<file path="src/rtl/fpu_round_pack_pkg.sv">
// ---------------------------------------------------------------------------
// fpu_pkg
// Shared types and constants for the single-precision round/pack stage.
//   rm_e       : IEEE-754 rounding mode as carried on the 2-bit i_rm bus
//   fflags_t   : {ovf, unf, nx} exception flag group
//   EXP_MAX    : all-ones biased exponent (inf/NaN encoding)
//   MAX_FINITE : magnitude of the largest finite single
//   POS_INF    : magnitude of infinity
//   ovf_magnitude() : magnitude returned on overflow for a mode and sign
// ---------------------------------------------------------------------------
package fpu_pkg;

    typedef enum logic [1:0] {
        RNE = 2'd0,
        RTZ = 2'd1,
        RUP = 2'd2,
        RDN = 2'd3
    } rm_e;

    typedef struct packed {
        logic ovf;
        logic unf;
        logic nx;
    } fflags_t;

    localparam logic [7:0]  EXP_MAX    = 8'hFF;
    localparam logic [30:0] MAX_FINITE = 31'h7F7FFFFF;
    localparam logic [30:0] POS_INF    = 31'h7F800000;

    // On overflow a result goes to infinity only when the rounding direction
    // points away from zero for that sign; otherwise it saturates at the
    // largest finite magnitude.
    function automatic logic [30:0] ovf_magnitude(input rm_e rm, input logic sign);
        logic to_inf;
        case (rm)
            RNE:     to_inf = 1'b1;
            RTZ:     to_inf = 1'b0;
            RUP:     to_inf = ~sign;
            RDN:     to_inf = sign;
            default: to_inf = 1'b1;
        endcase
        return to_inf ? POS_INF : MAX_FINITE;
    endfunction

endpackage

</file>
<file path="src/rtl/fpu_round_pack_if.sv">
// ---------------------------------------------------------------------------
// fpu_round_pack_if
// Bus bundle between the normalizer, the round/pack stage and its consumer.
//   Input side : i_valid/o_ready handshake, i_sign, i_exp, i_mant (with G/R/S),
//                i_overflow, i_underflow, i_rm
//   Output side: o_valid/i_ready handshake, o_result, per-result flags
//   Sticky     : i_clr_flags, o_fflags {ovf, unf, nx}
// Modports: slave = the round/pack stage, master = its environment.
// ---------------------------------------------------------------------------
interface fpu_round_pack_if
    import fpu_pkg::*;
#(
    parameter int MANT_W = 28,
    parameter int EXP_W  = 8
);
    logic              i_valid;
    logic              o_ready;
    logic              i_sign;
    logic [EXP_W-1:0]  i_exp;
    logic [MANT_W-1:0] i_mant;
    logic              i_overflow;
    logic              i_underflow;
    logic [1:0]        i_rm;

    logic              o_valid;
    logic              i_ready;
    logic [31:0]       o_result;
    logic              o_flag_ovf;
    logic              o_flag_unf;
    logic              o_flag_nx;

    logic              i_clr_flags;
    fflags_t           o_fflags;

    modport slave (
        input  i_valid, i_sign, i_exp, i_mant, i_overflow, i_underflow, i_rm,
        input  i_ready, i_clr_flags,
        output o_ready, o_valid, o_result, o_flag_ovf, o_flag_unf, o_flag_nx,
        output o_fflags
    );

    modport master (
        output i_valid, i_sign, i_exp, i_mant, i_overflow, i_underflow, i_rm,
        output i_ready, i_clr_flags,
        input  o_ready, o_valid, o_result, o_flag_ovf, o_flag_unf, o_flag_nx,
        input  o_fflags
    );

endinterface

</file>
<file path="src/rtl/fpu_round_pack_incr.sv">
// ---------------------------------------------------------------------------
// fpu_round_incr
// Combinational round-up decision for one mantissa.
//   rm        : rounding mode
//   sign      : result sign
//   lsb       : least significant kept fraction bit
//   guard     : first discarded bit
//   round_bit : second discarded bit
//   sticky    : OR of all remaining discarded bits
//   inc       : 1 when the kept mantissa must be incremented by one ulp
// ---------------------------------------------------------------------------
module fpu_round_incr
    import fpu_pkg::*;
(
    input  rm_e  rm,
    input  logic sign,
    input  logic lsb,
    input  logic guard,
    input  logic round_bit,
    input  logic sticky,
    output logic inc
);

    logic any_discarded;

    assign any_discarded = guard | round_bit | sticky;

    // Nearest-even rounds up above the halfway point, and at exactly halfway
    // only when that makes the kept LSB even. Directed modes round up in
    // magnitude whenever anything was discarded and the direction agrees
    // with the sign.
    always_comb begin
        inc = 1'b0;
        case (rm)
            RNE:     inc = guard & (round_bit | sticky | lsb);
            RTZ:     inc = 1'b0;
            RUP:     inc = ~sign & any_discarded;
            RDN:     inc = sign & any_discarded;
            default: inc = 1'b0;
        endcase
    end

endmodule

</file>
<file path="src/rtl/fpu_round_pack.sv">
// ---------------------------------------------------------------------------
// fpu_round_pack
// Two-stage rounding and packing of normalized add/sub results into IEEE
// single precision, with valid/ready flow control on both sides.
//   i_clk   : clock
//   i_rst_n : asynchronous active-low reset
//   bus     : fpu_round_pack_if.slave
//             in : i_valid/o_ready, i_sign, i_exp, i_mant, i_overflow,
//                  i_underflow, i_rm
//             out: o_valid/i_ready, o_result, o_flag_ovf/unf/nx
//             sticky: i_clr_flags, o_fflags {ovf, unf, nx}
// Stage 1 decides the round increment and adds it; stage 2 renormalizes a
// carry-out, applies zero/underflow/overflow special cases and packs.
// ---------------------------------------------------------------------------
module fpu_round_pack
    import fpu_pkg::*;
#(
    parameter int MANT_W = 28,
    parameter int EXP_W  = 8
)(
    input  logic           i_clk,
    input  logic           i_rst_n,
    fpu_round_pack_if.slave bus
);

    localparam int SUM_W = MANT_W - 3;

    logic             s1_adv;
    logic             out_fire;

    logic             s1_valid;
    logic [SUM_W-1:0] s1_sum;
    logic [EXP_W-1:0] s1_exp;
    logic             s1_sign;
    logic             s1_nx;
    logic             s1_ovf;
    logic             s1_unf;
    rm_e              s1_rm;
    logic             s1_zero;

    logic             s2_valid;
    logic [31:0]      s2_result;
    fflags_t          s2_flags;
    fflags_t          fflags_q;

    logic             inc;
    logic             in_any;
    logic [SUM_W-1:0] sum_in;

    logic [EXP_W:0]   exp_post;
    logic [22:0]      frac_post;
    logic [31:0]      result_next;
    fflags_t          flags_next;

    // Stage 2 can take a new entry when it is empty or its result leaves this
    // cycle; stage 1 accepts when it is empty or can move into stage 2.
    assign s1_adv      = ~s2_valid | bus.i_ready;
    assign bus.o_ready = ~s1_valid | s1_adv;
    assign out_fire    = s2_valid & bus.i_ready;

    assign in_any = bus.i_mant[3] | bus.i_mant[2] | (|bus.i_mant[1:0]);

    fpu_round_incr u_incr (
        .rm        (rm_e'(bus.i_rm)),
        .sign      (bus.i_sign),
        .lsb       (bus.i_mant[4]),
        .guard     (bus.i_mant[3]),
        .round_bit (bus.i_mant[2]),
        .sticky    (|bus.i_mant[1:0]),
        .inc       (inc)
    );

    // The extra top bit of the sum catches the all-ones + 1 carry-out.
    assign sum_in = {1'b0, bus.i_mant[MANT_W-1:4]} + SUM_W'(inc);

    // Stage 1 register: captures the rounded mantissa and the side-band
    // fields. When it is ready but nothing arrives, it simply empties.
    always_ff @(posedge i_clk or negedge i_rst_n) begin
        if (!i_rst_n) begin
            s1_valid <= 1'b0;
            s1_sum   <= '0;
            s1_exp   <= '0;
            s1_sign  <= 1'b0;
            s1_nx    <= 1'b0;
            s1_ovf   <= 1'b0;
            s1_unf   <= 1'b0;
            s1_rm    <= RNE;
            s1_zero  <= 1'b0;
        end else if (bus.o_ready) begin
            s1_valid <= bus.i_valid;
            if (bus.i_valid) begin
                s1_sum  <= sum_in;
                s1_exp  <= bus.i_exp;
                s1_sign <= bus.i_sign;
                s1_nx   <= in_any;
                s1_ovf  <= bus.i_overflow;
                s1_unf  <= bus.i_underflow;
                s1_rm   <= rm_e'(bus.i_rm);
                s1_zero <= (bus.i_mant == '0);
            end
        end
    end

    // A rounding carry doubles the mantissa, so shift it back and bump the
    // exponent. The exponent keeps a spare bit so 255 + 1 cannot wrap.
    assign exp_post  = {1'b0, s1_exp} + (EXP_W+1)'(s1_sum[SUM_W-1]);
    assign frac_post = s1_sum[SUM_W-1] ? s1_sum[23:1] : s1_sum[22:0];

    // Special-case selection in priority order: exact zero, flush of an
    // underflowed value, overflow (from the normalizer or from rounding into
    // the all-ones exponent), then the ordinary packed value.
    always_comb begin
        result_next = {s1_sign, exp_post[7:0], frac_post};
        flags_next  = '{ovf: 1'b0, unf: 1'b0, nx: s1_nx};
        if (s1_zero) begin
            result_next = {s1_sign, 31'd0};
            flags_next  = '{ovf: 1'b0, unf: 1'b0, nx: 1'b0};
        end else if (s1_unf) begin
            result_next = {s1_sign, 31'd0};
            flags_next  = '{ovf: 1'b0, unf: 1'b1, nx: 1'b1};
        end else if (s1_ovf || (exp_post >= {1'b0, EXP_MAX})) begin
            result_next = {s1_sign, ovf_magnitude(s1_rm, s1_sign)};
            flags_next  = '{ovf: 1'b1, unf: 1'b0, nx: 1'b1};
        end
    end

    // Stage 2 register: this is the output register, so it only changes when
    // the held result has been taken or the stage is empty.
    always_ff @(posedge i_clk or negedge i_rst_n) begin
        if (!i_rst_n) begin
            s2_valid  <= 1'b0;
            s2_result <= '0;
            s2_flags  <= '0;
        end else if (s1_adv) begin
            s2_valid <= s1_valid;
            if (s1_valid) begin
                s2_result <= result_next;
                s2_flags  <= flags_next;
            end
        end
    end

    // Sticky flags: a clear wipes the history first, so flags of a result
    // leaving in the same cycle still survive.
    always_ff @(posedge i_clk or negedge i_rst_n) begin
        if (!i_rst_n) begin
            fflags_q <= '0;
        end else begin
            fflags_q <= (bus.i_clr_flags ? fflags_t'(3'b000) : fflags_q)
                      | (out_fire ? s2_flags : fflags_t'(3'b000));
        end
    end

    assign bus.o_valid    = s2_valid;
    assign bus.o_result   = s2_result;
    assign bus.o_flag_ovf = s2_flags.ovf;
    assign bus.o_flag_unf = s2_flags.unf;
    assign bus.o_flag_nx  = s2_flags.nx;
    assign bus.o_fflags   = fflags_q;

endmodule

</file>
<file path="src/flat_wrapper.sv">
// flat-port wrapper written by rule: the top's interface ports become plain ports
module fpu_round_pack_flat import fpu_pkg::*;
#(
    parameter int MANT_W = 28,
    parameter int EXP_W  = 8
)
  (i_clk, i_rst_n, bus_i_valid, bus_i_sign, bus_i_exp, bus_i_mant, bus_i_overflow, bus_i_underflow, bus_i_rm, bus_i_ready, bus_i_clr_flags, bus_o_ready, bus_o_valid, bus_o_result, bus_o_flag_ovf, bus_o_flag_unf, bus_o_flag_nx, bus_o_fflags);
  fpu_round_pack_if #(.MANT_W(MANT_W), .EXP_W(EXP_W)) bus_i ();
  input  logic i_clk;
  input  logic i_rst_n;
  input wire logic [$bits(bus_i.i_valid)-1:0] bus_i_valid;
  input wire logic [$bits(bus_i.i_sign)-1:0] bus_i_sign;
  input wire logic [$bits(bus_i.i_exp)-1:0] bus_i_exp;
  input wire logic [$bits(bus_i.i_mant)-1:0] bus_i_mant;
  input wire logic [$bits(bus_i.i_overflow)-1:0] bus_i_overflow;
  input wire logic [$bits(bus_i.i_underflow)-1:0] bus_i_underflow;
  input wire logic [$bits(bus_i.i_rm)-1:0] bus_i_rm;
  input wire logic [$bits(bus_i.i_ready)-1:0] bus_i_ready;
  input wire logic [$bits(bus_i.i_clr_flags)-1:0] bus_i_clr_flags;
  output wire logic [$bits(bus_i.o_ready)-1:0] bus_o_ready;
  output wire logic [$bits(bus_i.o_valid)-1:0] bus_o_valid;
  output wire logic [$bits(bus_i.o_result)-1:0] bus_o_result;
  output wire logic [$bits(bus_i.o_flag_ovf)-1:0] bus_o_flag_ovf;
  output wire logic [$bits(bus_i.o_flag_unf)-1:0] bus_o_flag_unf;
  output wire logic [$bits(bus_i.o_flag_nx)-1:0] bus_o_flag_nx;
  output wire logic [$bits(bus_i.o_fflags)-1:0] bus_o_fflags;
  assign bus_i.i_valid = bus_i_valid;
  assign bus_i.i_sign = bus_i_sign;
  assign bus_i.i_exp = bus_i_exp;
  assign bus_i.i_mant = bus_i_mant;
  assign bus_i.i_overflow = bus_i_overflow;
  assign bus_i.i_underflow = bus_i_underflow;
  assign bus_i.i_rm = bus_i_rm;
  assign bus_i.i_ready = bus_i_ready;
  assign bus_i.i_clr_flags = bus_i_clr_flags;
  assign bus_o_ready = bus_i.o_ready;
  assign bus_o_valid = bus_i.o_valid;
  assign bus_o_result = bus_i.o_result;
  assign bus_o_flag_ovf = bus_i.o_flag_ovf;
  assign bus_o_flag_unf = bus_i.o_flag_unf;
  assign bus_o_flag_nx = bus_i.o_flag_nx;
  assign bus_o_fflags = bus_i.o_fflags;
  fpu_round_pack #(.MANT_W(MANT_W), .EXP_W(EXP_W)) u_core (.i_clk(i_clk), .i_rst_n(i_rst_n), .bus(bus_i));
endmodule
</file>
<file path="config.mk">
export PLATFORM = sky130hd
export DESIGN_NAME = fpu_round_pack_flat
export DESIGN_NICKNAME = d
export VERILOG_FILES = /design/src/rtl/fpu_round_pack_pkg.sv /design/src/rtl/fpu_round_pack_if.sv /design/src/rtl/fpu_round_pack_incr.sv /design/src/rtl/fpu_round_pack.sv /design/src/flat_wrapper.sv
export SDC_FILE = /design/constraint.sdc
export NUM_CORES = 1
export LEC_CHECK = 0
export ABC_AREA = 1
export CAP_MARGIN = 20
export CORE_ASPECT_RATIO = 1.25
export CORE_MARGIN = 2
export CORE_UTILIZATION = 56
export CTS_CLUSTER_DIAMETER = 40
export DETAILED_ROUTE_END_ITERATION = 8
export GPL_ROUTABILITY_DRIVEN = 0
export GPL_TIMING_DRIVEN = 0
export PLACE_DENSITY = 0.92
export SLEW_MARGIN = 20
export SYNTH_ARGS = -nofsm -noshare
export SYNTH_HDL_FRONTEND = slang
export SYNTH_HIERARCHICAL = 1
export SYNTH_SLANG_ARGS = --single-unit
</file>
<file path="constraint.sdc">
create_clock -name i_clk -period 3.5 [get_ports i_clk]
set_clock_uncertainty 0.15 [all_clocks]
set_input_delay 0.35 -clock i_clk [delete_from_list [all_inputs] [get_ports i_clk]]
set_output_delay 0.35 -clock i_clk [all_outputs]
set_load 0.05 [all_outputs]
</file>
== Word-level counts from Yosys, hierarchy flattened ==
Index checks and enable logic that the tools add are counted.
Operators by class
  add/subtract/negate cells: 2
  order comparisons: 1
  equal/unequal tests: 6
  muxes and demuxes: 15
  bitwise operators: 15
  reduce and logical (&&, ||, !) cells: 7
Operator list (count)
  $mux W31: 3
  $logic_not A28 Y1: 1
  $add A24 B1 Y25: 1
  $mux W24: 1
  $mux W23: 1
  $mux W3: 5
  $add A8 B1 Y9: 1
  $ge A9 B8 Y1 const B: 1
  $eq A2 B2 Y1 const B: 4
  $pmux W1 S4: 2
  $or A1 B1 Y1: 6
  $and A1 B1 Y1: 4
  $eq A2 B1 Y1 const B: 2
  $logic_not A2 Y1: 2
  $not A1 Y1: 4
  $reduce_and A2 Y1: 2
  $mux W1: 3
  $or A3 B3 Y3: 1
  $reduce_or A2 Y1: 1
  $logic_or A1 B1 Y1: 1
Word-level totals
  register bits: 80
  input port bits: 46
  output and inout port bits: 40
  word-level logic and storage cells: 63

== Depth between registers and ports, before layout ==
Gate-level depths: netlist (run 1).
  depth after elaboration: 10
  mapped depth: 17
  depth with buffers taken out: 17

== Hierarchy ==
The synthesis (run 1) kept the hierarchy.
Modules (own cells, without submodules)
  fpu_round_pack: instances 1, cells each 570, area an instance 4332.9 µm², sequential area each 2001.9 µm²
  fpu_round_incr: instances 1, cells each 14, area an instance 60.1 µm², sequential area each 0.0 µm²

== Least setup slack after synthesis (run 1) ==
Ideal clock, no wire load.
  path kind: flip-flop to flip-flop
  start: register u_core.s2_valid, in the netlist u_core/bus.o_valid
  end: register u_core.s1_nx
  setup time: 131 ps
  arrival time: 2075 ps
  data required time: 3219 ps
  slack: 1144 ps
  stages on the path, launching flop included: 8
  buffers on the path: 2
  clock period less this slack: 2356 ps
  cells stage by stage: dfrtp_1 > nand3_1 > nand2_1 > inv_1 > buf_2 > buf_2 > nor2_1 > nor2_1
Between the ends
  cells in the longest elaborated chain, start to end: 4
RTL lines
  from (decl): line fpu_round_pack.sv:41  | logic s2_valid;
  from (signal assigned): line fpu_round_pack.sv:135  | s2_valid <= s1_valid;
  $not A1 Y1: line fpu_round_pack.sv:57  | assign s1_adv = ~s2_valid | bus.i_ready;
  $or A1 B1 Y1: line fpu_round_pack.sv:57
  $or A1 B1 Y1: line fpu_round_pack.sv:58  | assign bus.o_ready = ~s1_valid | s1_adv;
  named net bus_o_ready: line flat_wrapper.sv:20  | output wire logic [$bits(bus_i.o_ready)-1:0] bus_o_ready;
  $reduce_and A2 Y1 (no source line)
  to (signal assigned): line fpu_round_pack.sv:95  | s1_nx <= in_any;
  to (decl): line fpu_round_pack.sv:35  | logic s1_nx;
The timed path passes the listed nets, and every way through them passes these cells.
A chain may end at the register's enable or synchronous reset.

== Worst setup path in the final report (run 1) ==
  start: input port bus_i_mant[1]
  end: register u_core.s1_sum[20]
Between the ends
  cells in the longest elaborated chain, start to end: 6
  elaborated cells between the ends (all ways): 9
  those cells by class: 1 x add/sub; 1 x mux; 6 x bitwise; 1 x reduce/logical
RTL lines
  from (decl): line flat_wrapper.sv:14  | input wire logic [$bits(bus_i.i_mant)-1:0] bus_i_mant;
  $reduce_or A2 Y1 (*): line fpu_round_pack.sv:69  | .sticky (|bus.i_mant[1:0]),
  $or A1 B1 Y1 (2 in a row): line fpu_round_pack_incr.sv:35  | RNE: inc = guard & (round_bit | sticky | lsb);
  $and A1 B1 Y1: line fpu_round_pack_incr.sv:35
  $pmux W1 S4 (*): line fpu_round_pack_incr.sv:34  | case (rm)
  named net u_core.inc: line fpu_round_pack.sv:46  | logic inc;
  $add A24 B1 Y25 (*): line fpu_round_pack.sv:74  | assign sum_in = {1'b0, bus.i_mant[MANT_W-1:4]} + SUM_W'(inc);
  to (signal assigned): line fpu_round_pack.sv:92  | s1_sum <= sum_in;
  to (decl): line fpu_round_pack.sv:32  | logic [SUM_W-1:0] s1_sum;
Mark *: on every way through the listed nets, which the timed path passes. The rest lies on a longest branch.

==> metrics.md, run 1 <==
| Metric | Value |
|---|---|
| Clock latency on the worst-skew pair | between 0.3 and 0.4 ns |
| Crit-path cells | clkdlybuf4s50_1 -> or2_2 -> nor2_1 -> nand2_1 -> nand3_1 -> nand2_1 -> ha_1 -> ha_1 -> nand2_1 -> nor2_2 -> nand2_1 -> nor2_2 -> nand2_1 -> inv_1 -> nand3b_1 -> nand2_1 -> nand2_1 -> o22ai_1 |
| Clock slew seen by the registers of the worst setup and hold paths | ~0.080 ns |
| Placeable Area | slightly below 0.008 mm^2 |
| # Post-CTS Setup Buffers | 0 |
| TritonRoute pass-1 iters | 5 |
| Post-CTS Resized | 0 |
| Critical Path Max Stage Delay | between 0.3 and 0.4 ns |
| Row cnt | 36 |
| WS Path Type | primary input to flop |
| Setup violators final | 0 |
| Die Width | 83.22 um |
| Initial Util | a little under three fifths |
| Fmax achieved | 0.3730 GHz |
| Initial antenna violation count | 0 |
| Fin nets | between 700 and 800 |
| VDD IR max | approximately 0.43 mV |
| Wire length of the first global-routing pass | between 15,000 and 20,000 um |
| Crit path launch type | primary input |
| Root buf cell | clkbuf_8 |
| Synthesized flop and latch total | 80 |
| Synth Instances | about 580 |
| Total nets after synthesis | about 630 |
| Number of clock sinks | 80 |
| Least-Margin Pin Slew | just over 0.5 ns |
| Hold Crit Class | flop to flop |
| CTS Hold Buffers Added | 1 |
| # fillers | 557 |
| Ys async rst share | between 90% and 100% |
| Dpl hpwl | approximately 8700 um |
| I/O pins | 86 |
| Cell Pwr Density | 624.0 mW/mm^2 |
| Fin crit share | approximately 77% |
| Die ar. | 0.008574 mm^2 |
| Layout area overhead | 28.48% |
| Gr ovfl total | 0 |
| Critical Path Most Common Cell | nand2_1 |
| WL/cell | about 15 um |
| Max Slew Vio Count | 0 |
| Yosys warning count | 6 |
| Slew margin rel. | about two thirds |
| Largest fanout on the critical path | 5 |
| CP Capture Type | flop |
| RSZ-0062 raised after global routing | no |
| # DRC | 0 |
| Largest net degree at the start of global routing | 42 |
| Fin Hold WS | ~0.33 ns |
| Seq/Total Area, Yosys | ~46% |
| Final setup TNS | 0 ns |
| GRT Overall Usage | 26.94% |
| Average vias per placed instance | between 5 and 6 |
| Routed vias | approximately 4,400 |
| LEAKAGE | between 2 and 3 nW |
| Final instance area | about 0.0056 mm^2 |
| ANT nets after route | 0 |
| Port buffer count | 85 |
| Mean area per synthesized cell | between 7 and 8 um^2 |
| Max Root-Sink Buffers | 2 |
| CTS tree | built |
| Initial drt markers | approximately 380 |
| Vias in the first global route | 4,135 |
| EDFF count, synth | 0 |
| Status | finished clean |
| Cts bufs inserted | 9 |
| Final Hold Vio Count | 0 |
| Max-cap violations | 0 |
| Cell area after synthesis | about 0.0044 mm^2 |
| Diode count | 0 |
| WP data arrival | approximately 2.8 ns |
| H-tree depth | 3 |
| Placement Cell Area | approximately 0.0054 mm^2 |
| DRT Wirelength | ~11,000 um |
| Post-synth cell types | 33 |
| Share of cells above drive strength 1 | roughly 7% |
| Tmin final | approximately 2.7 ns |
| Chip Height | between 100 and 150 um |
| Critical Path RT | 3.59 ns |
| Post-synth top flop | dfrtp_1 |
| Crit-path slowest cell | clkdlybuf4s50_1 |
## cell usage in the layout, fill, tap and decap left out, types with 3 or more instances in the layout
master           instances
inv_1                   70
nand4_1                  9
buf_2                   10
clkbuf_1                12
o21ai_0                 44
clkbuf_8                11
nand3_1                 73
nor3_1                   8
clkdlybuf4s50_1         84
o22ai_1                  6
or2_2                    4
dfrtp_1                 80
ha_1                     4
nor2_2                   4
nor2_1                  24
a31oi_1                  3
xor2_1                   9
bufinv_16                3
o211ai_1                 3
nand2_1                184
nor4_1                   4
o21ai_1                  4
mux2i_1                  9
nand2_2                  4
## path summary, 6_finish.rpt
kind | from | to | slack (ns) | cells after the start
setup / recovery | bus_i_mant[1] | u_core/s1_sum[20] | 0.82 | 18
hold / removal | u_core/bus.o_result[29] | u_core/bus.o_result[29] | 0.33 | 1
setup reg to reg | u_core/s1_sum[24] | u_core/bus.o_result[22] | 1.14 | 9
hold reg to reg | u_core/bus.o_result[29] | u_core/bus.o_result[29] | 0.33 | 1
max in group asynchronous | i_rst_n | u_core/s1_exp[7] | 2.27 | 3
min in group asynchronous | i_rst_n | u_core/bus.o_result[13] | 0.35 | 2
## worst max-delay path: cells and delay by family
family	cells	cell delay, ns
AO/OA/AOI/OAI	1	0.06
AND/OR/NAND/NOR	13	1.44
buffers and inverters	2	0.51
adder cells (fa/ha/maj)	2	0.41
## layer usage
layer  up-vias  GRT usage [%]  wire [um]
met4         0          15.13        385
met5         -              0          0
li1       2076              -          -
met1      2064          30.70       4460
met2       193          49.07       5877
met3        32          3.923        630
## where the power goes
group | switching (W) | internal [W] | total [W]
registers | 0.000134 | 0.00113 | 0.00127
logic | 0.000951 | 0.000467 | 0.00142
clock network | 0.000324 | 0.000511 | 0.000835
total | 0.00141 | 0.00211 | 0.00352
## synthesized netlist by cell type (3+ instances only)
cell type	n	area (um^2)
mux2i_1	9	90.09
nor4_1	4	25.02
xor2_1	9	78.83
o211ai_1	3	22.52
nand2_1	184	690.7
nand2_2	4	25.02
nor2_1	24	90.09
or2_2	4	25.02
nand4_1	9	56.30
o22ai_1	6	37.54
ha_1	4	50.05
clkbuf_1	12	45.04
nand3_1	73	365.4
dfrtp_1	80	2002
nor2_2	4	25.02
inv_1	70	262.8
buf_2	10	50.05
o21ai_0	44	220.2
o21ai_1	4	20.02
nor3_1	8	40.04
a31oi_1	3	18.77
## sequential cells by signal (all words and copies together), names as in the netlist
signal and flops:
u_core/bus.o_result 32, u_core/s1_sum 25, u_core/s1_rm 2, u_core/bus.o_flag_ovf 1, u_core/bus.o_flag_nx 1, u_core/bus.o_flag_unf 1
u_core/s1_ovf 1, u_core/s1_zero 1, u_core/bus.o_fflags 3, u_core/s1_unf 1, u_core/s1_valid 1, u_core/bus.o_valid 1
u_core/s1_exp 8, u_core/s1_nx 1, u_core/s1_sign 1
## through the flow
stage,util (%),power (W),worst slack (ns),std cells
floorplan,-,0.002167,1.144,584
global placement,69.62,0.002636,-0.6181,764
detailed placement,69.85,0.002690,0.4617,765
CTS,73.28,0.003529,0.8407,782
global route,73.28,0.003676,0.6459,782
finish,73.28,0.003522,0.8192,782
## logic make-up (layout without fill, tap and decap cells)
group | Yosys count | after routing | synth area share (%)
and+or+nand+nor | 319 | 319 | 31.90
buffers and inverters | 94 | 197 | 8.658
DFF | 80 | 80 | 45.57
AOI/OAI and AO/OA | 67 | 67 | 8.488
xor gates and xnor gates | 11 | 11 | 2.193
muxes | 9 | 9 | 2.051
adders and majority gates | 4 | 4 | 1.139
## area by class of cell
class                           instances  area, um^2  share of cell area [%]
Sequential cell                        80        2002                   35.47
Inverter                               70       262.8                   4.655
Buffer                                 24       117.6                   2.084
Clock inverter                          5       102.6                   1.818
Multi-Input combinational cell        410        2011                   35.62
Timing Repair Buffer                   87       878.3                   15.56
Tap cell                               95       118.9                   2.106
Clock buffer                           11       151.4                   2.682
Note: power is estimated with default switching activity, not from simulation.
==> run 2, diff against run 1 <==
CORE_UTILIZATION = 52   (was 56)
PLACE_DENSITY = 0.87   (was 0.92)
clock period = 2.5 ns   (was 3.5 ns; I/O delays follow)
==> run 2 against run 1 <==
Effect of this change:
- combinational power is 39% higher
- non-clock buffer count is 1 higher
- clock power is 16% higher
- worst setup slack worse by 0.70 ns
- critical path type unchanged
- highest routed layer unchanged
==> metrics.md, run 2 (synthesis gave the netlist of run 1 again) <==
| Metric | Value |
|---|---|
| Status | finished clean |
| WS Path Type | primary input to flop |
| Max Slew Vio Count | 0 (unchanged) |
| Fmax achieved | 0.4204 GHz |
| Cts bufs inserted | 9 (unchanged) |
| Max-cap violations | 0 (unchanged) |
| Placeable Area | 0.008240 mm^2 (+7.0%) |
| DRT Wirelength | 11,000 um (-3.1%) |
| Wire length of the first global-routing pass | 18,350 um (-1.0%) |
| Initial drt markers | 327 (-13%) |
| Setup violators final | 0 (unchanged) |
| Sw Ratio | 41.51% (+1.5 points) |
| GRT Overall Usage | 25.19% (-1.8 points) |
| Clock slew seen by the registers of the worst setup and hold paths | 0.08 ns (about the same) |
| Layout area overhead | 28.68% |
| Die Width | 86.21 um (+3.6%) |
| RSZ-0062 raised after global routing | yes |
| Final Util | 68.60% (-4.7 points) |
| Worst path bufs/invs | 2 (unchanged) |
| Reg2reg start | u_core/s1_sum[24] |
| WP data arrival | 2.48 ns (-0.29 ns) |
| Initial antenna violation count | 0 (unchanged) |
| Number of clock sinks | 80 (unchanged) |
| Chip Height | 106.8 um (+3.6%) |
| Worst r2r path cells | 9 (unchanged) |
| Final Hold Vio Count | 0 (unchanged) |
| Fin cells | 785 (+0.38%) |
| CP Capture Type | flop |
| WL/cell | 14.01 um (-3.5%) |
| Vias in the first global route | 4,098 (-0.89%) |
| Power share of the sequential group | 37.5% (+1.5 points) |
| Average vias per placed instance | 5.432 (-2.7%) |
| Highest-count cells in the layout ignoring fill and taps | 181 x nand2_1, 84 x clkdlybuf4s50_1, 80 x dfrtp_1 |
| Internal Power | 0.002756 W (+30%) |
| Crit-path slowest cell | clkdlybuf4s50_1 |
| I/O pins | 86 (unchanged) |
| Routed vias | 4,264 (-2.3%) |
| Max reg flops | 32 (unchanged) |
| VDD IR max | 0.3082 mV (-28%) |
| Critical Path Max Stage Delay | 0.40 ns (about the same) |
| Clock power share | 20.5% (-3.2 points) |
| TritonRoute pass-1 iters | 5 (unchanged) |
| Initial Util | 53.31% (-3.7 points) |
| Largest fanout on the critical path | 5 (unchanged) |
| Root buf cell | clkbuf_8 |
| Share of cells above drive strength 1 | 8.430% (+1.4 points) |
| Power, Total | 0.004712 W (+34%) |
| Psw | 0.001956 W (+39%) |
| Crit-path cells | clkdlybuf4s50_1 -> or2_2 -> nor2_2 -> nand2_1 -> nand3_1 -> nand2_1 -> ha_2 -> ha_1 -> nand2_2 -> nor2_4 -> nand2_2 -> nor2_4 -> nand2_4 -> inv_2 -> nand3b_1 -> nand2_1 -> nand2_1 -> o22ai_1 |
| Diode count | 0 (unchanged) |
| ANT nets after route | 0 (unchanged) |
| Gr ovfl total | 0 (unchanged) |
| LEAKAGE | 2.715 nW (-0.16%) |
| Fin nets | 733 (+0.14%) |
| CTS tree | built |
| R2r setup slk | 0.15 ns (-0.99 ns) |
| Tmin final | approximately 2.4 ns |
| Combinational power share | 41.9% (+1.6 points) |
| Worst flop-to-flop path endpoint | u_core/bus.o_result[0] |
| Fin crit share | 95.14% |
| Largest net degree at the start of global routing | 63 (+50%) |
| Max Root-Sink Buffers | 2 (unchanged) |
| Placed cells | 767 (+0.26%) |
| H-tree depth | 3 (unchanged) |
| Commonest non-fill, non-tap cell in the layout | nand2_1 |
| Die ar. | 0.009204 mm^2 (+7.3%) |
| Critical Path RT | 2.60 ns (-0.99 ns) |
| Crit path launch type | primary input |
| Port buffer count | 85 (unchanged) |
| Dpl hpwl | 8492 um (-1.8%) |
| Slew margin rel. | 64.17% (-2.0 points) |
| Clock latency on the worst-skew pair | 0.36 ns (about the same) |
| Row cnt | 37 (+2.8%) |
| Hold Crit Class | primary input to asynchronous set/reset pin |
| # DRC | 0 (unchanged) |
| Cell family with most CP delay | simple AND/OR/NAND/NOR gates |
| Least-Margin Pin Slew | 0.5325 ns (+0.02709 ns) |
| Cell Pwr Density | 833.6 mW/mm^2 (+34%) |
| Critical Path Most Common Cell | nand2_1 |
[run 2: how the worst max path moves through the flow]
stage,end,depth (start not counted),startpoint,slack (ns)
after floorplan,u_core/s1_nx,7,u_core/bus.o_valid,0.14
after global placement,u_core/bus.o_result[6],1,i_rst_n,-1.57
after detailed placement,u_core/s1_sum[20],18,bus_i_mant[1],-0.49
after CTS,u_core/s1_sum[20],18,bus_i_mant[1],0.0003
after global routing,u_core/s1_sum[20],16,bus_i_rm[0],-0.008
final,u_core/s1_sum[20],18,bus_i_mant[1],0.12
[run 2: routing by layer]
layer,track usage [%],share of wire (%),vias to the layer above
li1,-,-,2089
met1,30.97,41,1984
met2,42.30,50,168
met3,4.465,5.5,23
met4,12.72,2.8,0
met5,0,0,-
[run 2: power by group through the flow]
stage	Sequential, W	Clock [W]	Combinational, W
global route	0.00180	0.00104	0.00211
floorplan	0.00248	0	0.000555
global placement	0.00178	0	0.00192
CTS	0.00177	0.000978	0.00197
detailed placement	0.00179	0	0.00196
finish	0.00177	0.000967	0.00198
[run 2: worst reg2reg max path, stage by stage, from the launching register on]
cell,delay (ns)
dfrtp_1,0.40
ha_1,0.24
ha_1,0.22
nand2_2,0.12
nor2_4,0.06
a31oi_2,0.38
clkbuf_1,0.36
nand3_1,0.13
nand3_1,0.11
nand2_1,0.06
[run 2: metrics by stage]
stage | TNS [ns] | instance area (um^2) | hold WS [ns] | worst slack (ns)
floorplan | 0 | 4393 | -0.1956 | 0.1442
global placement | -128.06 | 5365 | 0.3117 | -1.574
detailed placement | -3.763 | 5390 | -0.006095 | -0.4923
CTS | 0 | 5612 | 0.1503 | 0.0003380
global route | -0.008045 | 5653 | 0.1809 | -0.008045
finish | 0 | 5653 | 0.1505 | 0.1216
[run 2: what timing repair did]
action                                  CTS  global route
pin swaps                                 0             3
endpoints found under the setup margin    4            11
hold buffers                              1             0
hold endpoints to repair                 80             0
gates resized for setup                   2            12
buffers inserted                          0             1
gates cloned                              0             0
[run 2: final cells by class]
cell class                 count  area [um^2]
tap                           97        121.4
multi-input combinational    410         2048
fill                         657         2587
buffer                        24        118.9
timing repair buffer          88        893.4
clock buffer                  11        151.4
sequential                    80         2002
clock inverter                 5        55.05
inverter                      70        262.8
